<file path="config.mk">
export PLATFORM = sky130hd
export DESIGN_NAME = coin_acceptor_flat
export DESIGN_NICKNAME = d
export VERILOG_FILES = /design/src/rtl/vend_pkg.sv /design/src/rtl/coin_acceptor_if.sv /design/src/rtl/coin_debounce.sv /design/src/rtl/coin_acceptor.sv /design/src/flat_wrapper.sv
export SDC_FILE = /design/constraint.sdc
export NUM_CORES = 1
export LEC_CHECK = 0
export ABC_CLOCK_PERIOD_IN_PS = 2290
export BUFFER_PORTS_ARGS = -buffer_cell sky130_fd_sc_hd__buf_4
export CORE_ASPECT_RATIO = 1.2
export CORE_MARGIN = 2
export CORE_UTILIZATION = 30
export DETAILED_ROUTE_END_ITERATION = 8
export PLACE_DENSITY = 0.47
export SLEW_MARGIN = 20
export SYNTH_ARGS = -nofsm -noshare
export SYNTH_HDL_FRONTEND = slang
export SYNTH_SLANG_ARGS = --single-unit
</file>
<file path="constraint.sdc">
create_clock -name clk -period 2.29 [get_ports clk]
set_input_delay 0 -clock clk [delete_from_list [all_inputs] [get_ports clk]]
set_output_delay 0 -clock clk [all_outputs]
set_load 0.01 [all_outputs]
</file>
<file path="src/rtl/vend_pkg.sv">
`default_nettype none
// ============================================================================
//  Module   : vend_pkg
//  Brief    : Shared coin-code constants and coin_acceptor state encoding,
//             common to the coin acceptor and the vending FSM.
//  Revision : 1.0  initial release
// ============================================================================
package vend_pkg;

    // Coin codes presented to the vending FSM
    localparam logic [1:0] COIN_NONE = 2'b00;
    localparam logic [1:0] COIN_ONE  = 2'b01;
    localparam logic [1:0] COIN_TWO  = 2'b10;

    // Coin acceptor control states
    typedef enum logic [1:0] {
        ST_IDLE     = 2'd0,
        ST_ISSUE    = 2'd1,
        ST_WAIT_REL = 2'd2,
        ST_JAM      = 2'd3
    } acc_state_t;

endpackage : vend_pkg
`default_nettype wire

</file>
<file path="src/rtl/coin_acceptor_if.sv">
`default_nettype none
// ============================================================================
//  Module   : coin_acceptor_if
//  Brief    : Sensor inputs and coin/reject/jam outputs of the coin acceptor.
//             master = sensor side / observer, slave = coin_acceptor.
//  Revision : 1.0  initial release
// ============================================================================
interface coin_acceptor_if;
    logic       sns_one;
    logic       sns_two;
    logic [1:0] coin;
    logic       reject;
    logic       jam;

    modport master (output sns_one, output sns_two,
                    input  coin,    input  reject, input jam);
    modport slave  (input  sns_one, input  sns_two,
                    output coin,    output reject, output jam);
endinterface : coin_acceptor_if
`default_nettype wire

</file>
<file path="src/rtl/coin_debounce.sv">
`default_nettype none
// ============================================================================
//  Module   : coin_debounce
//  Brief    : Two-flop synchroniser followed by a stable-level counter. The
//             debounced level follows the synchronised level only once it has
//             differed for DEB_CYCLES consecutive cycles.
//  Revision : 1.0  initial release
// ============================================================================
module coin_debounce #(
    parameter int DEB_CYCLES = 4,
    parameter int CNT_W      = 10
) (
    input  wire logic clk,
    input  wire logic rst,
    input  wire logic sns,
    output logic      deb
);

    logic             r_s1;
    logic             r_s2;
    logic [CNT_W-1:0] r_cnt;
    logic             r_deb;

    // Synchronise the raw sensor, then accept a new level after a stable run
    always_ff @(posedge clk) begin
        if (rst) begin
            r_s1  <= 1'b0;
            r_s2  <= 1'b0;
            r_cnt <= '0;
            r_deb <= 1'b0;
        end else begin
            r_s1 <= sns;
            r_s2 <= r_s1;
            if (r_s2 != r_deb) begin
                // Last differing cycle of the run: commit the new level
                if (r_cnt == CNT_W'(DEB_CYCLES - 1)) begin
                    r_deb <= r_s2;
                    r_cnt <= '0;
                end else begin
                    r_cnt <= r_cnt + CNT_W'(1);
                end
            end else begin
                r_cnt <= '0;
            end
        end
    end

    assign deb = r_deb;

endmodule : coin_debounce
`default_nettype wire

</file>
<file path="src/rtl/coin_acceptor.sv">
`default_nettype none
// ============================================================================
//  Module   : coin_acceptor
//  Brief    : Debounces the two coin sensors and issues one single-cycle coin
//             code per insertion; flags invalid insertions (reject) and stuck
//             sensors (jam).
//  Revision : 1.0  initial release
// ============================================================================
module coin_acceptor
    import vend_pkg::*;
#(
    parameter int DEB_CYCLES = 4,
    parameter int JAM_CYCLES = 1000,
    parameter int CNT_W      = 10
) (
    input  wire logic       clk,
    input  wire logic       rst,
    coin_acceptor_if.slave  bus
);

    logic             w_deb_one;
    logic             w_deb_two;
    logic             w_any;
    acc_state_t       r_state;
    logic [CNT_W-1:0] r_jcnt;
    logic [1:0]       r_coin;
    logic             r_reject;
    logic             r_jam;

    coin_debounce #(.DEB_CYCLES(DEB_CYCLES), .CNT_W(CNT_W)) u_deb_one (
        .clk (clk),
        .rst (rst),
        .sns (bus.sns_one),
        .deb (w_deb_one)
    );

    coin_debounce #(.DEB_CYCLES(DEB_CYCLES), .CNT_W(CNT_W)) u_deb_two (
        .clk (clk),
        .rst (rst),
        .sns (bus.sns_two),
        .deb (w_deb_two)
    );

    assign w_any = w_deb_one | w_deb_two;

    // Insertion control: one coin or reject per insertion, jam on stuck sensor
    always_ff @(posedge clk) begin
        if (rst) begin
            r_state  <= ST_IDLE;
            r_jcnt   <= '0;
            r_coin   <= COIN_NONE;
            r_reject <= 1'b0;
            r_jam    <= 1'b0;
        end else begin
            // Pulses last a single cycle unless re-armed below
            r_coin   <= COIN_NONE;
            r_reject <= 1'b0;
            unique case (r_state)
                ST_IDLE: begin
                    r_jcnt <= '0;
                    // Any high debounced level in IDLE is a fresh insertion
                    if (w_deb_one && w_deb_two) begin
                        r_reject <= 1'b1;
                        r_state  <= ST_WAIT_REL;
                    end else if (w_deb_one) begin
                        r_coin  <= COIN_ONE;
                        r_state <= ST_ISSUE;
                    end else if (w_deb_two) begin
                        r_coin  <= COIN_TWO;
                        r_state <= ST_ISSUE;
                    end
                end
                ST_ISSUE, ST_WAIT_REL: begin
                    if (w_any) begin
                        if (r_jcnt == CNT_W'(JAM_CYCLES - 1)) begin
                            r_jam   <= 1'b1;
                            r_state <= ST_JAM;
                        end else begin
                            r_jcnt  <= r_jcnt + CNT_W'(1);
                            r_state <= ST_WAIT_REL;
                        end
                    end else begin
                        // ISSUE always spends one cycle before release check
                        r_state <= (r_state == ST_ISSUE) ? ST_WAIT_REL : ST_IDLE;
                    end
                end
                ST_JAM: begin
                    if (!w_any) begin
                        r_jam   <= 1'b0;
                        r_state <= ST_IDLE;
                    end
                end
                default: r_state <= ST_IDLE;
            endcase
        end
    end

    assign bus.coin   = r_coin;
    assign bus.reject = r_reject;
    assign bus.jam    = r_jam;

endmodule : coin_acceptor
`default_nettype wire
</file>
<file path="src/flat_wrapper.sv">
// flat-port wrapper written by rule: the top's interface ports become plain ports
module coin_acceptor_flat import vend_pkg::*;
#(
    parameter int DEB_CYCLES = 4,
    parameter int JAM_CYCLES = 1000,
    parameter int CNT_W      = 10
)
  (clk, rst, bus_sns_one, bus_sns_two, bus_coin, bus_reject, bus_jam);
  coin_acceptor_if bus_i ();
  input  wire logic clk;
  input  wire logic rst;
  input wire logic [$bits(bus_i.sns_one)-1:0] bus_sns_one;
  input wire logic [$bits(bus_i.sns_two)-1:0] bus_sns_two;
  output wire logic [$bits(bus_i.coin)-1:0] bus_coin;
  output wire logic [$bits(bus_i.reject)-1:0] bus_reject;
  output wire logic [$bits(bus_i.jam)-1:0] bus_jam;
  assign bus_i.sns_one = bus_sns_one;
  assign bus_i.sns_two = bus_sns_two;
  assign bus_coin = bus_i.coin;
  assign bus_reject = bus_i.reject;
  assign bus_jam = bus_i.jam;
  coin_acceptor #(.DEB_CYCLES(DEB_CYCLES), .JAM_CYCLES(JAM_CYCLES), .CNT_W(CNT_W)) u_core (.clk(clk), .rst(rst), .bus(bus_i));
endmodule
</file>
# Word-level counts from Yosys, hierarchy flattened

Cells that the tools add are included.
W data, S select, Z words.

Flip-flop bits (word level): 42
Input port bits: 4
Output and inout port bits: 4
Word-level logic and storage cells: 67

Add/sub/neg operators: 3
Equality and inequality tests: 13
Mux-type cells: 18
Bitwise operators: 4
Reduce and logical (&&, ||, !) cells: 15

Operators with widths:

| operator                | number |
|---|---|
| $add A10 B1 Y10 const B | 3 |
| $eq A10 B2 Y1 const B   | 2 |
| $mux W10                | 2 |
| $pmux W10 S2            | 1 |
| $mux W2                 | 7 |
| $eq A10 B10 Y1 const B  | 1 |
| $reduce_or A3 Y1        | 3 |
| $mux W1                 | 6 |
| $pmux W2 S3             | 1 |
| $reduce_and A2 Y1       | 3 |
| $eq A2 B2 Y1 const B    | 2 |
| $ne A2 B1 Y1 const B    | 2 |
| $ne A2 B2 Y1 const B    | 2 |
| $ne A4 B3 Y1 const B    | 1 |
| $reduce_and A4 Y1       | 1 |
| $reduce_bool A2 Y1      | 2 |
| $reduce_or A2 Y1        | 2 |
| $reduce_or A4 Y1        | 1 |
| $not A1 Y1              | 3 |
| $reduce_and A3 Y1       | 1 |
| $eq A2 B1 Y1 const B    | 1 |
| $logic_not A2 Y1        | 1 |
| $ne A1 B1 Y1            | 2 |
| $pmux W1 S2             | 1 |
| other kinds (2)         | 2 |

# Longest topological paths before layout

Gate-level depths: netlist (run 1).

Depth after elaboration: 4
Depth in mapped cells: 7
Mapped depth without buffers: 6

# Modules after synthesis

From an unflattened synthesis (run 1), not the netlist that was laid out.

Cell total of the unflattened synthesis: 219
Area, all modules: 2,015.7 sq um

Modules (own cells, without submodules):

| module        | instances | cells an instance | area an instance (sq um) | seq. area each (sq um) |
|---|---|---|---|---|
| coin_debounce | 2         | 59                | 565.5                    | 260.2 |
| coin_acceptor | 1         | 101               | 884.6                    | 320.3 |

# Least setup slack after synthesis (run 1)

No wires, ideal clock.

Kind: reg2reg
Start: register u_core.r_state[0]
End: register u_core.r_jcnt[9]
Setup time: 0.059 ns
Data arrival time: 1.772 ns
Data required time: 2.231 ns
Setup slack: 0.459 ns
Cell stages (with the launch flop): 8
Path buffers: 1
Clock period less this slack: 1.831 ns
Cells stage by stage: dfxtp_1 inv_1 ha_1 buf_4 o21ai_2 a2111o_1 or4_1 nand2_1

Cells in the longest elaborated chain, start to end: 4
Elaborated cells on any way between the ends: 9
Classes of those cells: 4 x eq/ne; 1 x mux; 4 x reduce/logical

RTL lines:

| element                                             | RTL line            | RTL |
|---|---|---|
| start, declared                                     | coin_acceptor.sv:24 | `acc_state_t r_state;` |
| start signal, assigned                              | coin_acceptor.sv:84 | `r_state <= (r_state == ST_ISSUE) ? ST_WAIT_REL : ST_IDLE;` |
| $eq A2 B2 Y1 / $eq A2 B1 Y1 (equally long branches) | coin_acceptor.sv:58 | `unique case (r_state)` |
| $reduce_or A2 Y1                                    | coin_acceptor.sv:58 |  |
| $ne A2 B2 Y1 (no line) (tied with other cells)      | n/a                 |  |
| $reduce_and A3 Y1 (no line)                         | n/a                 |  |
| end signal, assigned                                | coin_acceptor.sv:79 | `r_jcnt <= r_jcnt + CNT_W'(1);` |
| end, declared                                       | coin_acceptor.sv:25 | `logic [CNT_W-1:0] r_jcnt;` |

Parallel ways exist; a longest one is shown, timed or not.
A chain may end at the register's enable or synchronous reset.

# Final worst setup path (run 1)

Same ends and word-level chain as after synthesis.

==> metrics, run 1 <==
DIE HEIGHT 91.94 um; pwr/cell area 689.3 nW/um^2; register area share after synthesis 43.50%; Reg area 840.8 um^2; grt met1 use 13.19%; Final Cycle Share 89.71%; post-synth cell types 44; post-synthesis cell count 218; Area Growth Syn to Fin 15.86%; Skew-Pair Late Insertion Delay 0.30 ns; post-CTS setup buffer count 0; Initial Utilization 30.56%; area occupied by multi-input gates 1052 um^2; initial DRC count 68; CP startpoint u_core.r_state[0]$_SDFFE_PP0P_; Clock transition at path regs 0.08 ns; Setup Slack @ Placement 0.2610 ns; maximum fanout along the worst path 6; peak supply drop 0.0002686 V; # DRC 0; Total GRT Usage 11.64%; Leak 0.0008039 uW; I/O pins 8; die footprint 7105 um^2; WL final 3673 um; fin. max-slew vios 0; Setup crit end kind flop; drt first pass iters 4; Num CTS Buffers 5; top post-synthesis cells by area dfxtp_1, nor2_1, ha_1, xnor2_1, xor2_1; Post-synth EDFFs 0; Vias/cell 4.782; Internal Power 1213 uW; met3 Usage GRT 3.248%; CTS resizes 0; Net Count, Synth 229; CTS Buffer Depth 2; FILL cells 698; layout cells sized above 1 9.483%; IO buf count 7; GR peak layer met2; syn_area_per_cell 8.867 um^2; GP Congestion 0.8328; Req. time, crit path 2.53 ns; number of max-cap violations 0; status complete, no violations; normalized max-slew margin 71.05%; Setup CP Type flop to flop; CORE AREA 6326 um^2; Sw Ratio 21.45%; Hold Buf Count CTS 2; most frequent cell after synthesis dfxtp_1; mapped cell area 1933 um^2; n_diodes 0; Final nets 242; Synth top cells by count dfxtp_1, nor2_1, nand2_1; reg-to-reg setup timing slack 0.24 ns; Sw Pwr 331.1 uW; gr ovfl total 0; antenna viol nets, final 0; Reg2Reg Launch Point u_core.r_state[0]$_SDFFE_PP0P_; Worst Setup Slack, final 0.2356 ns; post-DR wirelength/cell 11.59 um; Die X 77.28 um; Fin. Hold Viols 0; maximum number of pins on one net before global-route repair 21; Setup TNS Final 0 ns; Top FF cell, synth dfxtp_1; H-tree Lvls 2; TritonCTS clock tree yes; post-synthesis async set-or-reset flop share 0%; Yosys top cell area share 43.50%; Max Freq 486.8 MHz; vias in the first global route 1516; first-pass GRT wire length 6651 um; Comb power frac 6.1%; number of antenna violations at the first check in global routing 0; Clk network pwr share 45.9%; unrepaired setup endpoints after global routing false; crit path DAT 2.30 ns; CTS Sinks 42; Worst-Margin Slew 0.4336 ns; Worst Setup Start Kind flop; Synth area leader dfxtp_1; Final min period 2.054 ns; Core Rows 32; final setup vio count 0; Reg power frac 48.0%; Synth Warn # 0; dpl hpwl 2628 um; hold wc startpoint rst; Vias 1516; Worst Hold Class primary input to flop; global routing usage on met2 20.00%; Yosys reg bits 42; CTS root buffer clkbuf_8; skew final 0.01043 ns
-- sequential cells by signal (all words and copies together) (netlist names) --
| register | count |
|---|---|
| u_core.u_deb_two.r_s1 | 1 |
| u_core.bus.jam | 1 |
| u_core.u_deb_one.r_cnt | 10 |
| u_core.u_deb_one.r_s2 | 1 |
| u_core.bus.coin | 2 |
| u_core.bus.reject | 1 |
| u_core.r_jcnt | 10 |
| u_core.u_deb_two.deb | 1 |
| u_core.u_deb_two.r_cnt | 10 |
| u_core.u_deb_one.r_s1 | 1 |
| u_core.u_deb_two.r_s2 | 1 |
| u_core.r_state | 2 |
| u_core.u_deb_one.deb | 1 |
-- power groups by stage --
stage          clock network (uW)  registers, uW  logic, uW
3_3_place_gp                    0            758       93.3
6_report                      709            741       94.1
2_1_floorplan                   0            757       66.5
3_5_place_dp                    0            758       92.2
5_1_grt                       764            743        107
4_1_cts                       732            741       95.1
-- stage by stage --
stage	power [uW]	hold WS, ns	cell area [um^2]	instances	util, %
global route	1614	0.03384	2240	317	35.40
floorplan	823.9	0.1282	1933	218	-
finish	1544	0.03229	2240	317	35.40
CTS	1568	0.03037	2240	317	35.40
global placement	851.3	0.2236	2082	307	32.91
detailed placement	850.5	0.2202	2082	307	32.91
-- final timing paths --
path                                          end  cells past startpoint
max                 u_core.r_jcnt[9]$_SDFFE_PP0P_                      6
min             u_core.u_deb_two.deb$_SDFFE_PP0P_                      2
max reg2reg         u_core.r_jcnt[9]$_SDFFE_PP0P_                      6
min reg2reg  u_core.u_deb_two.r_cnt[0]$_SDFF_PP0_                      1
-- cell type report --
class                           count  area share, %
Timing Repair Buffer               11          3.911
Clock buffer                        5          3.073
Tap cell                           85          4.749
Clock inverter                      3          3.073
Multi-Input combinational cell    167          46.98
Inverter                            4         0.6704
Sequential cell                    42          37.54
-- per-layer routing --
| metal | vias up | share of wire [%] |
|---|---|---|
| met5 | - | 0 |
| met4 | 0 | 3.2 |
| met3 | 11 | 2.4 |
| met2 | 15 | 48 |
| met1 | 707 | 47 |
| li1 | 783 | - |
-- cells in the final DEF (no fill, tap or decap), types with 2 or more instances in the layout --
cell | netlist | routed
a211oi_1 | 2 | 2
a21oi_1 | 6 | 6
a311oi_1 | 3 | 3
a31oi_1 | 2 | 2
and3_1 | 7 | 7
and4_1 | 2 | 2
buf_4 | 1 | 9
bufinv_16 | 0 | 2
clkbuf_8 | 0 | 5
dfxtp_1 | 42 | 42
dlygate4sd3_1 | 0 | 2
ha_1 | 7 | 7
inv_1 | 4 | 4
mux2i_1 | 4 | 4
nand2_1 | 18 | 18
nand2b_1 | 5 | 5
nand3_1 | 13 | 13
nand4_1 | 3 | 3
nor2_1 | 39 | 39
nor2b_1 | 7 | 7
nor3_1 | 4 | 4
nor4_1 | 2 | 2
o21a_1 | 2 | 2
o21ai_0 | 4 | 4
xnor2_1 | 10 | 10
xor2_1 | 8 | 8
-- cell families after synthesis --
group                    count (synthesis)  synth area share, %
XOR/XNOR                                18                8.155
flip-flops                              42                43.50
adder cells (fa/ha/maj)                  7                4.531
AO/OA/AOI/OAI                           29                10.81
AND/OR/NAND/NOR                        108                28.29
buffers and inverters                    9                2.071
multiplexers                             5                2.654
-- worst max-delay path, cell delays in order, from the launching register on --
cell and delay [ns]:
dfxtp_1 0.38, inv_1 0.08, ha_1 0.38, nand2b_1 0.26
a2111o_1 0.43, or4_1 0.40, nand2_1 0.07
Power figures use the tool's default switching activity.
==> inputs of run 2 (changes only) <==
--- a/config.mk
+++ b/config.mk
@@ -12,7 +12,8 @@
 export CORE_UTILIZATION = 30
 export DETAILED_ROUTE_END_ITERATION = 8
 export PLACE_DENSITY = 0.47
-export SLEW_MARGIN = 20
+export SLEW_MARGIN = 10
 export SYNTH_ARGS = -nofsm -noshare
 export SYNTH_HDL_FRONTEND = slang
+export SYNTH_HIERARCHICAL = 1
 export SYNTH_SLANG_ARGS = --single-unit
==> run 2 against run 1 <==
Combinational power is 3.4% lower; first-iteration DRC count down 7.4%; worst hold slack improved by 0.024 ns; largest cell class unchanged; total power shrank 17%; clock skew down 0.0037 ns; global-route usage decreased by 0.067 points; non-clock buffer count shrank 1.
==> metrics, run 2 <==
status complete, no violations; Die X 78.83 um (+2.0%); max incr delay on CP 0.50 ns (+0.07 ns); n_diodes 0 (unchanged); mapped cell area 2016 um^2 (+4.3%); Num CTS Buffers 5 (unchanged); Synth Warn # 6 (+6); WHS Path Cells 2 (unchanged); Net Count, Synth 230 (+0.44%); post-DR wirelength/cell 12.82 um (+11%); CTS Sinks 42 (unchanged); most frequent cells in the layout dfxtp_1, nand3_1, o21ai_0; Hold Crit Endpoint u_core/u_deb_two/r_s2$_SDFF_PP0_; layout cells sized above 1 10.18% (+0.69 points); Clock transition at path regs 0.08 ns (about the same); antenna viol nets, final 0 (unchanged); Area Growth Syn to Fin 10.49%; register area share after synthesis 41.71% (-1.8 points); Final nets 237 (-2.1%); CTS root buffer clkbuf_8; unrepaired setup endpoints after global routing false; Core Rows 32 (unchanged); Yosys reg bits 42 (unchanged); drt first pass iters 4 (unchanged); Reg2Reg Launch Point u_core/r_state[0]$_SDFFE_PP0P_; Vias 1619 (+6.8%); IO buf count 7 (unchanged); FILL cells 690 (-1.1%); Fin. Hold Viols 0 (unchanged); Setup TNS Final 0 ns (unchanged); reg-to-reg setup timing slack 0.27 ns (+0.03 ns); I/O pins 8 (unchanged); Leak 0.0007432 uW (-7.6%); Final min period 2.024 ns (-0.03041 ns); minimum hold slack 0.05651 ns (+0.02422 ns); Synth top cells by count dfxtp_1, nand3_1, o21ai_0; Setup Slack @ Placement 0.3081 ns (+0.04703 ns); hold wc startpoint rst; syn_area_per_cell 9.204 um^2 (+3.8%); Top FF cell, synth dfxtp_1; Req. time, crit path 2.50 ns (-0.03 ns); CP Cell Sequence inv_1, ha_1, nor2_1, a21o_1, or4_1, a21boi_1; peak supply drop 0.0003093 V (+15%); fin. max-slew vios 0 (unchanged); Synth area leader dfxtp_1; H-tree Lvls 2 (unchanged); die footprint 7393 um^2 (+4.1%); largest registers u_core/r_jcnt x10, u_core/u_deb_one/r_cnt x10, u_core/u_deb_two/r_cnt x10; DIE HEIGHT 93.79 um (+2.0%); first-pass GRT wire length 6755 um (+1.6%); CTS Buffer Depth 2 (unchanged); dpl hpwl 2760 um (+5.0%); commonest non-fill, non-tap cell in the layout dfxtp_1; normalized max-slew margin 70.31% (-0.74 points); Max Freq 494.1 MHz (+1.5%); maximum number of pins on one net before global-route repair 24 (+14%); TritonCTS clock tree yes; Placed Instance Area 2128 um^2 (+2.2%); post-CTS setup buffer count 0 (unchanged); crit path DAT 2.24 ns (-0.06 ns); Setup CP Type flop to flop; Worst Hold Class primary input to flop; R2R cell count 6 (unchanged); gr ovfl total 0 (unchanged); Vias/cell 5.206 (+8.9%); Skew-Pair Late Insertion Delay 0.29 ns (about the same); pwr/cell area 575.2 nW/um^2 (-17%); number of antenna violations at the first check in global routing 0 (unchanged); post-synth cell types 44 (unchanged); Worst Setup Slack, final 0.2660 ns (+0.03041 ns); CORE AREA 6486 um^2 (+2.5%); Total GRT Usage 11.57% (-0.067 points); Worst Setup Start Kind flop; skew final 0.006711 ns (-0.003714 ns); number of max-cap violations 0 (unchanged); slowest CP cell or4_1; initial DRC count 63 (-7.4%); most frequent cell after synthesis dfxtp_1; WL final 3988 um (+8.6%); # DRC 0 (unchanged); final setup vio count 0 (unchanged); Worst-Margin Slew 0.4453 ns (+0.01172 ns); maximum fanout along the worst path 10 (+4); post-synthesis async set-or-reset flop share 0% (unchanged); Post-synth EDFFs 0 (unchanged); Initial Utilization 31.08% (+0.52 points); Setup crit end kind flop; Final Cycle Share 88.38% (-1.3 points); top post-synthesis cells by area dfxtp_1, ha_1, nand3_1, o21ai_0, a211oi_1; Yosys top cell area share 41.71% (-1.8 points); vias in the first global route 1415 (-6.7%); post-route cell area 2227 um^2 (-0.56%); R2R Path End u_core/r_jcnt[8]$_SDFFE_PP0P_; post-synthesis cell count 219 (+0.46%); post-layout power 1281 uW (-17%); GP Congestion 0.7680 (-7.8%)
## run 2: cell count changes in the layout (fill, tap and decap cells not counted), sizes merged, moves of 8 or more
cell	delta
a211oi	+8
nor2	-29
o21ai	+8
or3	+9
xnor2	-8
## run 2: where the power goes
group	switching (uW)	internal, uW	leakage [uW]	total (uW)
combinational	56.2	34.7	0.000360	90.9
clock	240	205	0.0000438	445
sequential	7.16	738	0.000339	746
## run 2: how the worst max path moves through the flow
stage / from / to / slack [ns] / depth (start not counted)
CTS: u_core/r_state[0]$_SDFFE_PP0P_ / u_core/r_jcnt[8]$_SDFFE_PP0P_ / 0.27 / 6
global placement: u_core/r_state[0]$_SDFFE_PP0P_ / u_core/r_jcnt[8]$_SDFFE_PP0P_ / 0.34 / 6
floorplan: u_core/r_state[0]$_SDFFE_PP0P_ / u_core/r_jcnt[8]$_SDFFE_PP0P_ / 0.54 / 7
detailed placement: u_core/r_state[0]$_SDFFE_PP0P_ / u_core/r_jcnt[8]$_SDFFE_PP0P_ / 0.31 / 6
finish: u_core/r_state[0]$_SDFFE_PP0P_ / u_core/r_jcnt[8]$_SDFFE_PP0P_ / 0.27 / 6
global route: u_core/r_state[0]$_SDFFE_PP0P_ / u_core/r_jcnt[0]$_SDFFE_PP0P_ / 0.10 / 7
## run 2: through the flow
stage,cells,utilization [%]
after floorplan,219,-
after global placement,302,32.81
after detailed placement,302,32.81
after CTS,311,34.34
after global routing,311,34.34
final,311,34.34
## run 2: layout make-up
class / count / area [um^2] / area share (%)
Tap cell: 85 / 106.4 / 4.775
Multi-Input combinational cell: 161 / 1099 / 49.33
Clock inverter: 2 / 10.01 / 0.4494
Inverter: 6 / 22.52 / 1.011
Sequential cell: 42 / 840.8 / 37.75
Timing Repair Buffer: 10 / 80.08 / 3.595
Clock buffer: 5 / 68.82 / 3.090
## run 2: critical path, delay by kind of cell (launching register included)
family,cells,cell delay (ns)
and+or+nand+nor,2,0.63
AOI/OAI and AO/OA,2,0.43
buffers and inverters,1,0.08
DFF,1,0.39
adders and majority gates,1,0.43
## run 2: cells by family after synthesis
| logic type | share of synthesized area, % |
|---|---|
| buffers and inverters | 3.786 |
| DFF | 41.71 |
| AOI/OAI and AO/OA | 16.51 |
| muxes | 2.483 |
| adders and majority gates | 4.345 |
| and+or+nand+nor | 27.68 |
| xor gates and xnor gates | 3.476 |
## run 2: repair_timing
action | CTS | global route
resized for setup | 0 | 0
hold buffers | 2 | 0
hold endpoints to repair | 2 | 0
## run 2: routing by layer
layer	track usage, %	vias up	part of all wire [%]	wire length (um)
li1	-	833	-	-
met1	14.86	767	47	1871
met2	18.73	15	49	1956
met3	2.885	4	2.9	114
met4	4.310	0	1.1	45
met5	0	-	0	0
==> inputs of run 3 (changes only) <==
--- a/config.mk
+++ b/config.mk
@@ -5,13 +5,13 @@
 export SDC_FILE = /design/constraint.sdc
 export NUM_CORES = 1
 export LEC_CHECK = 0
-export ABC_CLOCK_PERIOD_IN_PS = 2290
+export ABC_CLOCK_PERIOD_IN_PS = 1800
 export BUFFER_PORTS_ARGS = -buffer_cell sky130_fd_sc_hd__buf_4
 export CORE_ASPECT_RATIO = 1.2
 export CORE_MARGIN = 2
 export CORE_UTILIZATION = 30
 export DETAILED_ROUTE_END_ITERATION = 8
-export PLACE_DENSITY = 0.47
+export PLACE_DENSITY = 0.48
 export SLEW_MARGIN = 10
 export SYNTH_ARGS = -nofsm -noshare
 export SYNTH_HDL_FRONTEND = slang
==> constraint.sdc (replaced) <==
create_clock -name clk -period 1.8 [get_ports clk]
set_input_delay 0 -clock clk [delete_from_list [all_inputs] [get_ports clk]]
set_output_delay 0 -clock clk [all_outputs]
set_load 0.01 [all_outputs]
==> run 3 against run 2 <==
Cell count rose by 2.9%; critical path type unchanged; count of clock-buffer cells in the layout rose by 1; critical endpoint unchanged; core utilization rose by 1.8 points; highest routed layer unchanged; clock skew rose by 0.0018 ns; worst hold slack got worse by 0.021 ns.
==> metrics, run 3 (synthesis gave the netlist of run 2 again) <==
layout cells sized above 1 14.47% (+4.3 points); Worst Setup Start Kind flop; R2R Path End u_core/r_jcnt[8]$_SDFFE_PP0P_; H-tree Lvls 2 (unchanged); CP startpoint u_core/r_state[1]$_SDFFE_PP0P_; Reg area 840.8 um^2 (unchanged); Final Core Density 36.11% (+1.8 points); first-pass GRT wire length 6996 um (+3.6%); drt first pass iters 4 (unchanged); Worst-Margin Slew 0.4372 ns (-0.008188 ns); post-layout power 1830 uW (+43%); TritonCTS clock tree yes; I/O pins 8 (unchanged); Leak 0.0007956 uW (+7.1%); normalized max-slew margin 70.82% (+0.51 points); Vias 1651 (+2.0%); Reg2Reg Launch Point u_core/r_state[1]$_SDFFE_PP0P_; DIE HEIGHT 93.79 um (unchanged); Worst Hold Class primary input to flop; final setup vio count 0 (unchanged); worst setup path end u_core/r_jcnt[8]$_SDFFE_PP0P_; vias in the first global route 1492 (+5.4%); CTS root buffer clkbuf_8; antenna viol nets, final 0 (unchanged); Setup CP Type flop to flop; post-route cell area 2342 um^2 (+5.2%); # DRC 0 (unchanged); initial DRC count 82 (+30%); Skew-Pair Late Insertion Delay 0.29 ns (about the same); post-CTS setup buffer count 0 (unchanged); R2R cell count 6 (unchanged); Die X 78.83 um (unchanged); Final nets 245 (+3.4%); CTS Buffer Depth 2 (unchanged); IO buf count 7 (unchanged); FILL cells 665 (-3.6%); grt met1 use 15.58% (+0.72 points); WL final 4006 um (+0.45%); pwr/cell area 781.2 nW/um^2 (+36%); maximum fanout along the worst path 7 (-3); Final Cycle Share 95.50% (+7.1 points); most frequent cells in the layout dfxtp_1, buf_4, nand3_1, o21ai_0, nand2_1; CTS Sinks 42 (unchanged); fin. max-slew vios 0 (unchanged); dpl hpwl 2741 um (-0.68%); commonest non-fill, non-tap cell in the layout dfxtp_1; Placed Instance Area 2188 um^2 (+2.8%); Setup TNS Final 0 ns (unchanged); number of max-cap violations 0 (unchanged); GP Congestion 0.7630 (-0.65%); skew final 0.008500 ns (+0.001789 ns); status complete, no violations; Req. time, crit path 2.02 ns (-0.48 ns); global routing usage on met2 18.80% (+0.071 points); n_diodes 0 (unchanged); Final min period 1.719 ns (-0.3049 ns); gr ovfl total 0 (unchanged); maximum number of pins on one net before global-route repair 24 (unchanged); largest registers u_core/r_jcnt x10, u_core/u_deb_one/r_cnt x10, u_core/u_deb_two/r_cnt x10; GR peak layer met2; minimum hold slack 0.03588 ns (-0.02063 ns); Initial Utilization 31.08% (unchanged); Num CTS Buffers 5 (unchanged); number of antenna violations at the first check in global routing 0 (unchanged); Vias/cell 5.159 (-0.89%); post-DR wirelength/cell 12.52 um (-2.4%); Setup crit end kind flop; area occupied by multi-input gates 1119 um^2 (+1.8%); Fin. Hold Viols 0 (unchanged); Total GRT Usage 11.80% (+0.22 points); met3 Usage GRT 2.692% (-0.19 points); Area Growth Syn to Fin 16.20%; crit path DAT 1.94 ns (-0.30 ns); Core Rows 32 (unchanged); Clock transition at path regs 0.08 ns (about the same); unrepaired setup endpoints after global routing false; Max Freq 581.7 MHz (+18%); CORE AREA 6486 um^2 (unchanged); reg-to-reg setup timing slack 0.08 ns (-0.19 ns); peak supply drop 0.0004141 V (+34%); die footprint 7393 um^2 (unchanged)
==> run 3: timing repair <==
item | CTS | global route
gates resized for setup | 0 | 4
setup endpoints to repair | 0 | 6
hold endpoints to repair | 2 | 0
hold buffers | 2 | 0
==> run 3: layout make-up <==
| class | count | share of cell area, % |
|---|---|---|
| Clock buffer | 6 | 3.098 |
| Clock inverter | 2 | 1.603 |
| Inverter | 6 | 0.9615 |
| Multi-Input combinational cell | 161 | 47.76 |
| Sequential cell | 42 | 35.90 |
| Tap cell | 85 | 4.541 |
| Timing Repair Buffer | 18 | 6.143 |
==> run 3: where the power goes <==
part           total (uW)  internal (uW)  switching (uW)
registers             947            939            7.83
clock network         736            414             322
logic                 147           66.2            80.7
==> run 3: critical path, stage by stage (launching register included) <==
cell	delay, ns
dfxtp_1	0.35
inv_1	0.10
ha_4	0.30
nor2_1	0.05
a21o_1	0.22
or4_1	0.48
a21boi_1	0.14
==> run 3: metrics by stage <==
step	setup WS [ns]	std cells
2_1_floorplan	0.05283	219
3_3_place_gp	0.09090	310
3_5_place_dp	0.04547	310
4_1_cts	0.03469	320
5_1_grt	0.003795	320
6_report	0.08091	320
==> run 3: worst min-delay path by stage <==
stage / slack, ns / end / from / cells after the start
3_5_place_dp: 0.22 / u_core/u_deb_two/r_s1$_SDFF_PP0_ / bus_sns_two / 2
4_1_cts: 0.04 / u_core/r_jcnt[6]$_SDFFE_PP0P_ / rst / 2
6_report: 0.04 / u_core/r_jcnt[6]$_SDFFE_PP0P_ / rst / 2
2_1_floorplan: 0.07 / u_core/u_deb_one/r_s1$_SDFF_PP0_ / rst / 1
5_1_grt: 0.03 / u_core/r_jcnt[6]$_SDFFE_PP0P_ / rst / 2
3_3_place_gp: 0.22 / u_core/u_deb_two/r_s1$_SDFF_PP0_ / bus_sns_two / 2
==> run 3: layer usage <==
metal	vias to the layer above	wire, um
li1	848	-
met1	777	2058
met2	24	1808
met3	2	100
met4	0	38
met5	-	0
